File: src/rtl/lenet_feeder.sv
// Streams the 32x32 padded LeNet input buffer to the CNN over valid/ready,
// zeroing the PAD-wide border and counting data_ready pulses dropped mid-frame.
module lenet_feeder #(
  parameter int IMG_DIM = 32,
  parameter int PAD     = 2,
  parameter int DATA_W  = 8,
  parameter int ADDR_W  = 10
) (
  input  logic              clk25,
  input  logic              rst_n,
  input  logic              data_ready,
  output logic              rd_en,
  output logic [ADDR_W-1:0] rd_addr,
  input  logic [DATA_W-1:0] rd_data,
  output logic [DATA_W-1:0] m_data,
  output logic              m_valid,
  input  logic              m_ready,
  output logic              m_last,
  output logic              busy,
  output logic              frame_done,
  output logic [7:0]        overrun_cnt
);

  localparam int unsigned     DIM_W    = $clog2(IMG_DIM);
  localparam logic [ADDR_W:0] LAST_IDX = (ADDR_W+1)'(IMG_DIM*IMG_DIM-1);

  typedef enum logic [1:0] {IDLE, RUN, DRAIN} state_t;

  state_t            state_q, state_d;
  logic [ADDR_W:0]   issue_cnt;
  logic              inflight_q, infl_border_q, infl_last_q;
  logic [DATA_W-1:0] fifo_data [2];
  logic              fifo_last [2];
  logic              wr_ptr, rd_ptr;
  logic [1:0]        occ;
  logic [2:0]        level;
  logic              pop, issue_last, border;
  logic [DIM_W-1:0]  row, col;

  assign m_valid = (occ != 2'd0);
  assign pop     = m_valid && m_ready;
  assign m_data  = fifo_data[rd_ptr];
  assign m_last  = m_valid && fifo_last[rd_ptr];
  assign busy    = (state_q != IDLE);
  assign rd_addr = issue_cnt[ADDR_W-1:0];

  // Border tag is computed at issue time and rides alongside the read.
  assign row        = issue_cnt[2*DIM_W-1:DIM_W];
  assign col        = issue_cnt[DIM_W-1:0];
  assign border     = (row < DIM_W'(PAD)) || (row >= DIM_W'(IMG_DIM-PAD)) ||
                      (col < DIM_W'(PAD)) || (col >= DIM_W'(IMG_DIM-PAD));
  assign issue_last = (issue_cnt == LAST_IDX);

  // Occupancy the FIFO will have after this edge, counting the read in flight.
  assign level = {1'b0, occ} + {2'b00, inflight_q} - {2'b00, pop};

  always_comb begin
    state_d = state_q;
    rd_en   = 1'b0;
    case (state_q)
      IDLE: begin
        if (data_ready) state_d = RUN;
      end
      RUN: begin
        rd_en = (level < 3'd2);
        if (rd_en && issue_last) state_d = DRAIN;
      end
      DRAIN: begin
        if (pop && m_last) state_d = IDLE;
      end
      default: state_d = IDLE;
    endcase
  end

  always_ff @(posedge clk25 or negedge rst_n) begin
    if (!rst_n) begin
      state_q       <= IDLE;
      issue_cnt     <= '0;
      inflight_q    <= 1'b0;
      infl_border_q <= 1'b0;
      infl_last_q   <= 1'b0;
      wr_ptr        <= 1'b0;
      rd_ptr        <= 1'b0;
      occ           <= '0;
      frame_done    <= 1'b0;
      overrun_cnt   <= '0;
      for (int unsigned i = 0; i < 2; i++) begin
        fifo_data[i] <= '0;
        fifo_last[i] <= 1'b0;
      end
    end else begin
      state_q <= state_d;
      if (state_q == IDLE && data_ready) issue_cnt <= '0;
      else if (rd_en)                    issue_cnt <= issue_cnt + 1'b1;
      inflight_q    <= rd_en;
      infl_border_q <= border;
      infl_last_q   <= issue_last;
      if (inflight_q) begin
        fifo_data[wr_ptr] <= infl_border_q ? '0 : rd_data;
        fifo_last[wr_ptr] <= infl_last_q;
        wr_ptr            <= ~wr_ptr;
      end
      if (pop) rd_ptr <= ~rd_ptr;
      occ        <= level[1:0];
      frame_done <= (state_q == DRAIN) && pop && m_last;
      if (data_ready && state_q != IDLE && overrun_cnt != 8'hFF)
        overrun_cnt <= overrun_cnt + 8'd1;
    end
  end

endmodule
File: config.mk
export PLATFORM = sky130hd
export DESIGN_NAME = lenet_feeder
export DESIGN_NICKNAME = d
export VERILOG_FILES = /design/src/rtl/lenet_feeder.sv
export SDC_FILE = /design/constraint.sdc
export NUM_CORES = 1
export LEC_CHECK = 0
export CAP_MARGIN = 20
export CORE_MARGIN = 2
export CORE_UTILIZATION = 50
export CTS_CLUSTER_DIAMETER = 30
export CTS_CLUSTER_SIZE = 40
export DETAILED_ROUTE_END_ITERATION = 16
export PLACE_DENSITY_LB_ADDON = 0.25
export SLEW_MARGIN = 15
export SYNTH_ARGS = -nofsm -noshare
export SYNTH_HDL_FRONTEND = slang
export SYNTH_SLANG_ARGS = --single-unit
File: constraint.sdc
create_clock -name clk25 -period 2.73 [get_ports clk25]
set_input_delay 0.546 -clock clk25 [delete_from_list [all_inputs] [get_ports clk25]]
set_output_delay 0.546 -clock clk25 [all_outputs]
set_load 0.02 [all_outputs]
==> results.md <==
- Worst relative slew slack: 64.1%
- Count of yosys warnings during synthesis: 0
- Post-synthesis cell type count: 37
- Count of flip-flops with a built-in enable after synthesis: 0
- Clock tree skew after final layout: approximately 0.0043 ns
- All-layer global routing usage: between 10% and 20%
- Synthesized cell area: around 2200 µm²
- Vertical extent of the die: 71.0 µm
- CTS tree: built
- Multi-input gate area in the final layout: roughly 960 µm²
- # setup viols final: 0
- DR vias/cell: 5.14
- Async set-or-reset flop fraction in the synthesized netlist: 100%
- Startpoint of the worst register-to-register path: occ[0]$_DFF_PN0_
- Most frequent cells in the layout: 47 x sky130_fd_sc_hd__dfrtp_1, 39 x sky130_fd_sc_hd__clkdlybuf4s50_1, 27 x sky130_fd_sc_hd__nand2_1, 21 x sky130_fd_sc_hd__buf_4, 19 x sky130_fd_sc_hd__o21ai_0
- Crit path launch type: register
- Seq. cell area: 1180 µm²
- Register-to-Register Setup Slack: 0.12 ns
- Max-Cap Viols: 0
- Type of the worst setup path: reg2out
- Number of fill cells: 363
- Root buf cell: sky130_fd_sc_hd__clkbuf_8
- Leakage dissipation: approximately 1.3 nW
- Worst Setup SP: occ[0]$_DFF_PN0_
- Crit path arrival time: 2.12 ns
- Time the worst path needs with I/O delays and setup: about 2.7 ns
- Total Wirelength: around 4.3 mm
- Via count: 1645
- Final worst path period share: 97.6%
- Antenna violation net count after detailed routing: 0
- Clock sinks: 47
- Hold Vio Cnt, Final: 0
- Ports: 43
- Post-Route Setup TNS: 0 ns
- Initial antenna violation count: 0
- First-pass GRT wire length: about 7.5 mm
- Highest Clock Rate: ~380 MHz
- Outcome: complete, no violations
- Worst hold path class: in2async
- Total count of max-transition violations in the final report: 0
- Die W: 71.0 µm
- Most common flop cell mapped by yosys: sky130_fd_sc_hd__dfrtp_1
- Synthesis-to-layout area growth: 28.2%
- Placed cells: ~300
- Detailed-placement wirelength estimate: 2.98 mm
- Post-Layout Cell Count: 320
- Number of buffers inserted for hold repair after clock tree synthesis: 0
- H-tree Lvls: 2
- Critical path capture point type: output port
- DRC Markers: 0
- DRC marker count from the first detailed-route iteration: 111
- Tightest hold margin: 0.182 ns
- Area inside the core boundary: approximately 4400 µm²
- Row cnt: 24
- Depth of the worst register-to-register path: 14
- Wire length per cell: about 14 µm
- Vias in the first global route: about 1600
- Data required time of the worst path: 2.18 ns
- Proportion of synthesized chip area in sequential cells: ~52%
- Number of instances in the synthesized netlist: about 210
- Largest fanout on the critical path: 4
- R2R Path End: issue_cnt[0]$_DFFE_PN0P_
- Avg Synthesized Cell Area: between 10 and 15 µm²
- Seq cells post-synth: 47
- Worst-Margin Slew: 0.538 ns
- Latest clock arrival within the worst-skew pair: 0.30 ns
- Die outline area: 5040 µm²
- Ratio of total power to cell area: 957 nW/µm²
- Final layout net count: 283
- Share of layout cells above drive strength 1: about 20%
- Synth Net Count: 228
- Most common cell after layout, fill and taps aside: sky130_fd_sc_hd__dfrtp_1
- Global placer's final weighted congestion: 0.822
- Number of clock buffers inserted by TritonCTS: 5
- Maximum number of pins on one net before global-route repair: 29
- Number of buffers on the longest clock path: 2
- Initial core utilization: 51.6%
- First drt pass iteration count: 4
- IR Drop Worst-Case VDD: approximately 0.73 mV
- Number of diodes: 0
- Clock Pin Slew Worst Setup and Hold Paths: about 0.080 ns
- Input/output buffers: 42
- Total congestion overflow: 0
==> report_power, final <==
part / internal, mW / total, mW / switching (mW)
sequential: 0.833 / 1.00 / 0.167
combinational: 0.712 / 1.35 / 0.636
clock: 0.179 / 0.409 / 0.230
total: 1.72 / 2.76 / 1.03
==> Yosys cell counts (3+ instances only) <==
master	instances	area, µm²
sky130_fd_sc_hd__dfrtp_1	47	1180
sky130_fd_sc_hd__nand4_1	4	25.0
sky130_fd_sc_hd__and3_1	3	18.8
sky130_fd_sc_hd__inv_1	6	22.5
sky130_fd_sc_hd__buf_4	10	75.1
sky130_fd_sc_hd__clkbuf_1	4	15.0
sky130_fd_sc_hd__nand3_1	7	35.0
sky130_fd_sc_hd__a21oi_1	7	35.0
sky130_fd_sc_hd__nor2_1	9	33.8
sky130_fd_sc_hd__xnor2_1	6	52.6
sky130_fd_sc_hd__xor2_1	7	61.3
sky130_fd_sc_hd__mux2_2	13	146
sky130_fd_sc_hd__nand2_1	27	101
sky130_fd_sc_hd__ha_1	3	37.5
sky130_fd_sc_hd__nand2b_1	11	68.8
sky130_fd_sc_hd__o21ai_0	20	100
==> registers in the layout, summed over array words and instances, names as in the netlist, 2 cells and up <==
name,cells
fifo_last,2
state_q,2
occ,2
fifo_data,16
overrun_cnt,8
issue_cnt,11
==> cell type report <==
cell class | instances | share of cell area, %
multi-input cells | 144 | 33.4
repair buffers | 63 | 19.8
inverters | 6 | 0.782
clock buffers | 6 | 2.52
clock inverters | 2 | 0.434
flip-flops and latches | 47 | 40.8
well taps | 52 | 2.26
==> stage by stage <==
stage / setup slack (ns) / power, mW / utilization (%) / instance area, µm²
detailed placement: -0.711 / 2.13 / 62.7 / 2730
global placement: -0.661 / 2.12 / 62.7 / 2730
global route: -0.0167 / 2.94 / 66.1 / 2880
floorplan: 0.104 / 1.66 / - / 2250
finish: 0.0668 / 2.76 / 66.1 / 2880
CTS: 0.00440 / 2.71 / 65.9 / 2870
==> critical path, cell delays in order (launching register included) <==
cell                      delay, ns
sky130_fd_sc_hd__dfrtp_1       0.38
sky130_fd_sc_hd__inv_2         0.08
sky130_fd_sc_hd__nand3_2       0.08
sky130_fd_sc_hd__o21ai_1       0.09
sky130_fd_sc_hd__ha_2          0.19
sky130_fd_sc_hd__fa_2          0.46
sky130_fd_sc_hd__nor3b_4       0.21
sky130_fd_sc_hd__nand2_1       0.12
sky130_fd_sc_hd__inv_2         0.08
sky130_fd_sc_hd__buf_6         0.11
==> logic make-up after synthesis <==
family / count (synthesis) / synth area share [%]
xor gates and xnor gates: 14 / 5.79
muxes: 14 / 6.96
AOI/OAI and AO/OA: 32 / 7.69
and+or+nand+nor: 80 / 19.4
DFF: 47 / 52.4
adders and majority gates: 4 / 2.56
buffers and inverters: 21 / 5.24
==> timing repair <==
| action | 4_1_cts | 5_1_grt |
|---|---|---|
| setup endpoints to repair | 4 | 5 |
| buffers inserted | 6 | 2 |
| pin swaps | 3 | 2 |
| endpoints found under the hold margin | 0 | 0 |
| resized for setup | 11 | 4 |
==> how the worst max path moves through the flow <==
stage          cells past startpoint     to  slack (ns)
2_1_floorplan                      7  rd_en        0.10
3_5_place_dp                       9  rd_en       -0.71
6_report                           9  rd_en        0.07
3_3_place_gp                       9  rd_en       -0.66
5_1_grt                            9  rd_en       -0.02
4_1_cts                            9  rd_en       0.004
==> metal layers <==
metal	up-vias	GRT usage (%)	share of wire, %
met4	0	6.29	1.5
met3	7	4.84	5.1
met2	37	29.6	47
met5	-	0	0
met1	765	25.9	47
li1	836	-	-
No activity file was read; power rests on OpenSTA's default activity.
